### src/rtl/mips_control_unit_if.sv
// rtl/mips_control_unit_if.sv - control unit <-> multicycle datapath bundle
interface mips_control_unit_if #(
  parameter int STATE_W = 4
);
  logic [5:0]         opcode;
  logic [5:0]         funct;
  logic               zero;
  logic [STATE_W-1:0] state;
  logic               PCEn;
  logic               IorD;
  logic               MemWrite;
  logic               IRWrite;
  logic               RegDst;
  logic               MemtoReg;
  logic               RegWrite;
  logic               ALUSrcA;
  logic [1:0]         ALUSrcB;
  logic [2:0]         ALUControl;
  logic [1:0]         PCSource;
  logic               Error;

  modport master (
    input  opcode, funct, zero,
    output state, PCEn, IorD, MemWrite, IRWrite, RegDst, MemtoReg, RegWrite,
           ALUSrcA, ALUSrcB, ALUControl, PCSource, Error
  );

  modport slave (
    output opcode, funct, zero,
    input  state, PCEn, IorD, MemWrite, IRWrite, RegDst, MemtoReg, RegWrite,
           ALUSrcA, ALUSrcB, ALUControl, PCSource, Error
  );
endinterface

### src/rtl/mips_control_unit.sv
// rtl/mips_control_unit.sv - multicycle MIPS control FSM
module mips_control_unit #(
  parameter int STATE_W = 4
) (
  input  logic                    clk,
  input  logic                    rst,
  mips_control_unit_if.master     bus
);
  typedef enum logic [STATE_W-1:0] {
    FETCH  = STATE_W'(0),
    DECODE = STATE_W'(1),
    MEMADR = STATE_W'(2),
    MEMRD  = STATE_W'(3),
    MEMWB  = STATE_W'(4),
    MEMWR  = STATE_W'(5),
    EXEC   = STATE_W'(6),
    ALUWB  = STATE_W'(7),
    BRANCH = STATE_W'(8),
    ADDIEX = STATE_W'(9),
    ADDIWB = STATE_W'(10),
    JUMP   = STATE_W'(11),
    ERROR  = STATE_W'(15)
  } state_t;

  localparam logic [5:0] OP_RTYPE = 6'b000000;
  localparam logic [5:0] OP_LW    = 6'b100011;
  localparam logic [5:0] OP_SW    = 6'b101011;
  localparam logic [5:0] OP_BEQ   = 6'b000100;
  localparam logic [5:0] OP_BNE   = 6'b000101;
  localparam logic [5:0] OP_ADDI  = 6'b001000;
  localparam logic [5:0] OP_J     = 6'b000010;

  state_t     r_state;
  state_t     w_next;
  logic       w_funct_ok;
  logic [2:0] w_funct_alu;

  always_comb begin
    w_funct_ok  = 1'b1;
    w_funct_alu = 3'b010;
    case (bus.funct)
      6'b100000: w_funct_alu = 3'b010;
      6'b100010: w_funct_alu = 3'b110;
      6'b100100: w_funct_alu = 3'b000;
      6'b100101: w_funct_alu = 3'b001;
      6'b101010: w_funct_alu = 3'b111;
      default:   w_funct_ok  = 1'b0;
    endcase
  end

  always_ff @(posedge clk) begin
    if (rst) r_state <= FETCH;
    else     r_state <= w_next;
  end

  always_comb begin
    w_next         = r_state;
    bus.PCEn       = 1'b0;
    bus.IorD       = 1'b0;
    bus.MemWrite   = 1'b0;
    bus.IRWrite    = 1'b0;
    bus.RegDst     = 1'b0;
    bus.MemtoReg   = 1'b0;
    bus.RegWrite   = 1'b0;
    bus.ALUSrcA    = 1'b0;
    bus.ALUSrcB    = 2'b00;
    bus.ALUControl = 3'b010;
    bus.PCSource   = 2'b00;
    bus.Error      = 1'b0;
    case (r_state)
      FETCH: begin
        bus.IRWrite = 1'b1;
        bus.ALUSrcB = 2'b01;
        bus.PCEn    = 1'b1;
        w_next      = DECODE;
      end
      DECODE: begin
        bus.ALUSrcB = 2'b11;
        case (bus.opcode)
          OP_LW, OP_SW:   w_next = MEMADR;
          OP_RTYPE:       w_next = w_funct_ok ? EXEC : ERROR;
          OP_BEQ, OP_BNE: w_next = BRANCH;
          OP_ADDI:        w_next = ADDIEX;
          OP_J:           w_next = JUMP;
          default:        w_next = ERROR;
        endcase
      end
      MEMADR: begin
        bus.ALUSrcA = 1'b1;
        bus.ALUSrcB = 2'b10;
        w_next      = (bus.opcode == OP_SW) ? MEMWR : MEMRD;
      end
      MEMRD: begin
        bus.IorD = 1'b1;
        w_next   = MEMWB;
      end
      MEMWB: begin
        bus.MemtoReg = 1'b1;
        bus.RegWrite = 1'b1;
        w_next       = FETCH;
      end
      MEMWR: begin
        bus.IorD     = 1'b1;
        bus.MemWrite = 1'b1;
        w_next       = FETCH;
      end
      EXEC: begin
        bus.ALUSrcA    = 1'b1;
        bus.ALUControl = w_funct_alu;
        w_next         = ALUWB;
      end
      ALUWB: begin
        bus.RegDst   = 1'b1;
        bus.RegWrite = 1'b1;
        w_next       = FETCH;
      end
      // Branch target already sits in ALUOut from DECODE; the ALU only compares here
      BRANCH: begin
        bus.ALUSrcA    = 1'b1;
        bus.ALUControl = 3'b110;
        bus.PCSource   = 2'b01;
        bus.PCEn       = (bus.opcode == OP_BNE) ? ~bus.zero : bus.zero;
        w_next         = FETCH;
      end
      ADDIEX: begin
        bus.ALUSrcA = 1'b1;
        bus.ALUSrcB = 2'b10;
        w_next      = ADDIWB;
      end
      ADDIWB: begin
        bus.RegWrite = 1'b1;
        w_next       = FETCH;
      end
      JUMP: begin
        bus.PCSource = 2'b10;
        bus.PCEn     = 1'b1;
        w_next       = FETCH;
      end
      ERROR: begin
        bus.Error = 1'b1;
        w_next    = ERROR;
      end
      default: w_next = ERROR;
    endcase
    // Reset wins over any in-flight write so an abandoned instruction commits nothing
    if (rst) begin
      bus.PCEn     = 1'b0;
      bus.MemWrite = 1'b0;
      bus.IRWrite  = 1'b0;
      bus.RegWrite = 1'b0;
    end
  end

  assign bus.state = r_state;
endmodule
### src/flat_wrapper.sv
// flat-port wrapper written by rule: the top's interface ports become plain ports
module mips_control_unit_flat 
#(
  parameter int STATE_W = 4
)
  (clk, rst, bus_opcode, bus_funct, bus_zero, bus_state, bus_PCEn, bus_IorD, bus_MemWrite, bus_IRWrite, bus_RegDst, bus_MemtoReg, bus_RegWrite, bus_ALUSrcA, bus_ALUSrcB, bus_ALUControl, bus_PCSource, bus_Error);
  mips_control_unit_if #(.STATE_W(STATE_W)) bus_i ();
  input  logic clk;
  input  logic rst;
  input wire logic [$bits(bus_i.opcode)-1:0] bus_opcode;
  input wire logic [$bits(bus_i.funct)-1:0] bus_funct;
  input wire logic [$bits(bus_i.zero)-1:0] bus_zero;
  output wire logic [$bits(bus_i.state)-1:0] bus_state;
  output wire logic [$bits(bus_i.PCEn)-1:0] bus_PCEn;
  output wire logic [$bits(bus_i.IorD)-1:0] bus_IorD;
  output wire logic [$bits(bus_i.MemWrite)-1:0] bus_MemWrite;
  output wire logic [$bits(bus_i.IRWrite)-1:0] bus_IRWrite;
  output wire logic [$bits(bus_i.RegDst)-1:0] bus_RegDst;
  output wire logic [$bits(bus_i.MemtoReg)-1:0] bus_MemtoReg;
  output wire logic [$bits(bus_i.RegWrite)-1:0] bus_RegWrite;
  output wire logic [$bits(bus_i.ALUSrcA)-1:0] bus_ALUSrcA;
  output wire logic [$bits(bus_i.ALUSrcB)-1:0] bus_ALUSrcB;
  output wire logic [$bits(bus_i.ALUControl)-1:0] bus_ALUControl;
  output wire logic [$bits(bus_i.PCSource)-1:0] bus_PCSource;
  output wire logic [$bits(bus_i.Error)-1:0] bus_Error;
  assign bus_i.opcode = bus_opcode;
  assign bus_i.funct = bus_funct;
  assign bus_i.zero = bus_zero;
  assign bus_state = bus_i.state;
  assign bus_PCEn = bus_i.PCEn;
  assign bus_IorD = bus_i.IorD;
  assign bus_MemWrite = bus_i.MemWrite;
  assign bus_IRWrite = bus_i.IRWrite;
  assign bus_RegDst = bus_i.RegDst;
  assign bus_MemtoReg = bus_i.MemtoReg;
  assign bus_RegWrite = bus_i.RegWrite;
  assign bus_ALUSrcA = bus_i.ALUSrcA;
  assign bus_ALUSrcB = bus_i.ALUSrcB;
  assign bus_ALUControl = bus_i.ALUControl;
  assign bus_PCSource = bus_i.PCSource;
  assign bus_Error = bus_i.Error;
  mips_control_unit #(.STATE_W(STATE_W)) u_core (.clk(clk), .rst(rst), .bus(bus_i));
endmodule
### config.mk
export PLATFORM = sky130hd
export DESIGN_NAME = mips_control_unit_flat
export DESIGN_NICKNAME = d
export VERILOG_FILES = /design/src/rtl/mips_control_unit_if.sv /design/src/rtl/mips_control_unit.sv /design/src/flat_wrapper.sv
export SDC_FILE = /design/constraint.sdc
export NUM_CORES = 1
export LEC_CHECK = 0
export BUFFER_PORTS_ARGS = -buffer_cell sky130_fd_sc_hd__clkbuf_2
export CORE_MARGIN = 1.5
export CORE_UTILIZATION = 41
export DETAILED_ROUTE_END_ITERATION = 8
export GPL_TIMING_DRIVEN = 0
export PLACE_DENSITY = 0.77
export SLEW_MARGIN = 15
export SYNTH_ARGS = -nofsm -noshare
export SYNTH_HDL_FRONTEND = slang
export SYNTH_SLANG_ARGS = --single-unit
### constraint.sdc
create_clock -name clk -period 2.1 [get_ports clk]
set_input_delay 0.525 -clock clk [delete_from_list [all_inputs] [get_ports clk]]
set_output_delay 0.525 -clock clk [all_outputs]
set_load 0.1 [all_outputs]
==> run metrics, run 1 <==
number of antenna violations at the first check in global routing=0; die width=40.1 um; GPL Wtd Cong=0.878; Num CTS Buffers=3; Synth Area per Inst=6.88 um2; I/O Pins=35; number of port buffers=32; depth of the CTS H-tree=1; mux share of post-synthesis cell area=1.77%; synthesized flop and latch total=4; Post-synth top flop=dfxtp_1; Placed Cells=129; Worst endpoint, post-GRT repair=bus_ALUControl[0]; outcome=aborted with a tool error; error msg=[ERROR DPL-0033] detailed placement checks failed during check placement.; XOR/XNOR Fraction of Synth Area=4.66%; Syn. warnings=0; largest family of logic cells by synthesized area=simple AND/OR/NAND/NOR gates; Compound-Gate Fraction of Synth Area=30.8%; Post-Place Worst Slack=-0.234 ns; row count=13; clock buffer depth=2; Synth Cell Area=564 um2; largest net degree at the start of global routing=11; Async S/R FF share, synth=0%; Adder-Cell Fraction of Synth Area=0%; HPWL after detailed placement=1300 um; Root Buffer=clkbuf_4; failing step=global routing; post-synthesis simple-gate area fraction=41.0%; Worst EP kind=top-level output; number of synthesized flops with an enable pin=0; die extent in y=40.1 um; total clock sinks=4; register area share after synthesis=14.2%; Synth Net Count=97; post-synthesis cell count=82; Initial Util=43.9%; post-synthesis cell type count=39
## synth_stat cells (2+ instances only)
library cell	n	area share [%]
o21ai_0	3	2.7
a21oi_1	2	1.8
clkbuf_1	2	1.3
nand2_1	3	2.0
nor2_1	12	8.0
nor3b_1	3	4.0
nor3_1	5	4.4
nand2b_1	4	4.4
nand4_1	3	3.3
a31oi_1	5	5.5
nor2b_1	2	2.2
inv_1	3	2.0
buf_1	2	1.3
dfxtp_1	4	14
nor4_1	2	2.2
xor2_1	2	3.1
nand3_1	3	2.7
## what timing repair did
item / 4_1_cts
endpoints found under the setup margin: 11
buffers inserted: 1
cloned: 0
pin swaps: 1
gates resized for setup: 23
hold buffers: 0
## logic make-up after synthesis
group                  after synthesis
XOR/XNOR                             3
buffers and inverters                9
AO/OA/AOI/OAI                       23
multiplexers                         1
AND/OR/NAND/NOR                     42
flip-flops                           4
## per-stage QoR
stage                     hold slack (ns)  area (um2)
after CTS                           0.619        1160
after detailed placement            0.612        1030
after global placement              0.605        1030
after floorplan                     0.764         848
==> inputs of run 2 (changes only) <==
Settings changed: CORE_AREA set to 2 2 63 65, CORE_MARGIN 1.5 to not set, CORE_UTILIZATION 41 to not set, DIE_AREA set to 0 0 65 67, PLACE_DENSITY 0.77 to not set, PLACE_DENSITY_LB_ADDON set to 0.15.
==> run 2 against run 1 <==
  * The run now ends clean
  * Area after synthesis did not move
  * Synthesized cell count unchanged
==> run metrics, run 2 <==
outcome=completed (was aborted with a tool error); global-route wire length before repair=3530 um; post-synth top area cell=dfxtp_1 (unchanged); vias in the first global route=747; row count=22 (was 13); post-synthesis cell type count=39 (unchanged); Antenna Cells=0; Syn. warnings=0 (unchanged); Crit Path Category=in2out; count of pins over their slew limit=0; final WL=2170 um; post-synthesis cell count=82 (unchanged); number of remaining DRC errors=0; post-synth top area share=14.2% (unchanged); Async S/R FF share, synth=0% (unchanged); most common cell in the netlist=nor2_1 (unchanged); endpoint class of the critical path=output pin; Final Setup Violations=0; Core ar.=3610 um2; share of cells above drive strength 1=68.3%; Post-synth top flop=dfxtp_1 (unchanged); data arrival time of the critical path=1.53 ns; Initial Util=15.6% (was 43.9%); clock buffer depth=2 (unchanged); Register Area=95.1 um2; mux share of post-synthesis cell area=1.77% (unchanged); critical-path maximum fanout=3; largest family of logic cells by synthesized area=simple AND/OR/NAND/NOR gates (unchanged); max reg flops=4; Root Buffer=clkbuf_8 (was clkbuf_4); number of synthesized flops with an enable pin=0 (unchanged); drt wl/cell=12.9 um; Compound-Gate Fraction of Synth Area=30.8% (unchanged); Clock transition at path regs=0.03 ns; Final min period=2.05 ns; remaining antenna violation count=0; global route total overflow=0; Multi-input gate area=679 um2; Fill cells=378; CP required=1.57 ns; clk_skew=0.000285 ns; Synth Net Count=97 (unchanged); largest net degree at the start of global routing=11; Num CTS Buffers=3 (unchanged); total track usage=10.5%; die width=65 um (was 40.1 um); Die Footprint=4360 um2; Synth Area per Inst=6.88 um2 (unchanged); Max Clock Freq=487 MHz; post-synthesis simple-gate area fraction=41.0% (unchanged); critical path startpoint category=input pin; fin nets=137; Hold Crit Class=reg2reg; most common cell after layout, fill and taps aside=clkbuf_2; number of port buffers=32 (unchanged); Synth Cell Area=564 um2 (unchanged); number of antenna violations at the first check in global routing=0; most frequent cells in the layout=clkbuf_2, nor2_4, clkbuf_16; synthesized flop and latch total=4 (unchanged); total clock sinks=4 (unchanged); worst-margin pin slew=0.578 ns; CTS tree=built; depth of the CTS H-tree=1 (unchanged); slew margin rel.=61.5%; DR vias=767; ranking of synthesized cells by area=dfxtp_1, nor2_1, a31oi_1 (unchanged); worst skew pair latency=0.22 ns; Fin. Hold Viols=0; RSZ-0062 raised after global routing=yes; commonest cells in the netlist=nor2_1, a31oi_1, nor3_1, dfxtp_1, nand2b_1 (unchanged); die extent in y=67 um (was 40.1 um); vias per inst=4.57; drt first-iter violations=11; I/O Pins=35 (unchanged); fin crit share=97.8%; HPWL after detailed placement=1710 um (was 1300 um); XOR/XNOR Fraction of Synth Area=4.66% (unchanged); Adder-Cell Fraction of Synth Area=0% (unchanged); Syn-to-layout area delta=124%; MaxCap Viol Count=0; TritonRoute pass-1 iters=2; register area share after synthesis=14.2% (unchanged); Fin Setup TNS=0 ns; GPL Wtd Cong=0.746 (was 0.878)
run 2: final cells by class:
cell class | count | area share, %
multi-input combinational | 69 | 53.7
timing repair buffer | 35 | 21.4
clock buffer | 3 | 3.26
tap | 48 | 4.74
buffer | 6 | 8.30
sequential | 4 | 7.51
inverter | 3 | 1.09
run 2: stage by stage:
stage	cells	util (%)	hold slack, ns	area [um2]	worst slack, ns
detailed placement	162	29.6	0.631	1070	-0.280
finish	168	35.1	0.616	1270	0.0454
floorplan	82	-	0.764	848	-0.538
global route	168	35.1	0.674	1270	-0.0158
CTS	166	34.1	0.620	1230	0.00455
global placement	162	29.6	0.630	1070	-0.272
run 2: metal layers:
layer | track usage (%) | vias up | part of all wire (%)
li1 | - | 388 | -
met1 | 13.6 | 353 | 45
met2 | 17.1 | 21 | 48
met3 | 0.845 | 5 | 4.7
met4 | 5.59 | 0 | 2.1
met5 | 0 | - | 0
run 2: cells by family (layout without fill, tap and decap cells):
kind of cell    count (synthesis)  count (layout)
mux                             1               1
compound gates                 23              23
buf+inv                         9              47
xor+xnor                        3               3
flops                           4               4
simple gates                   42              42
run 2: repair_timing:
| item | in CTS | in global routing |
|---|---|---|
| buffers inserted | 1 | 2 |
| hold endpoints to repair | 0 | 0 |
| setup endpoints to repair | 10 | 8 |
| gates resized for setup | 23 | 9 |
| pin swaps | 1 | 3 |
| hold buffers | 0 | 0 |
run 2: worst paths after layout:
check,from,endpoint,slack (ns),cells past startpoint
worst max-delay path,bus_funct[0],bus_ALUControl[0],0.05,5
worst min-delay path,u_core.bus.state[0]$_SDFF_PP0_,u_core.bus.state[1]$_SDFF_PP0_,0.62,3
worst max register to register,u_core.bus.state[2]$_SDFF_PP0_,u_core.bus.state[1]$_SDFF_PP0_,0.60,5
worst min register to register,u_core.bus.state[0]$_SDFF_PP0_,u_core.bus.state[1]$_SDFF_PP0_,0.62,3
run 2: worst max-delay path, cell delays in order:
cell       delay [ns]
clkbuf_2         0.11
or3b_4           0.40
a2bb2oi_2        0.15
nor2_4           0.13
clkbuf_16        0.20
Power of run 2 is left out: the tool's default activity adds up to more than one toggle a clock period on the data nets, which glitch-free logic cannot reach.
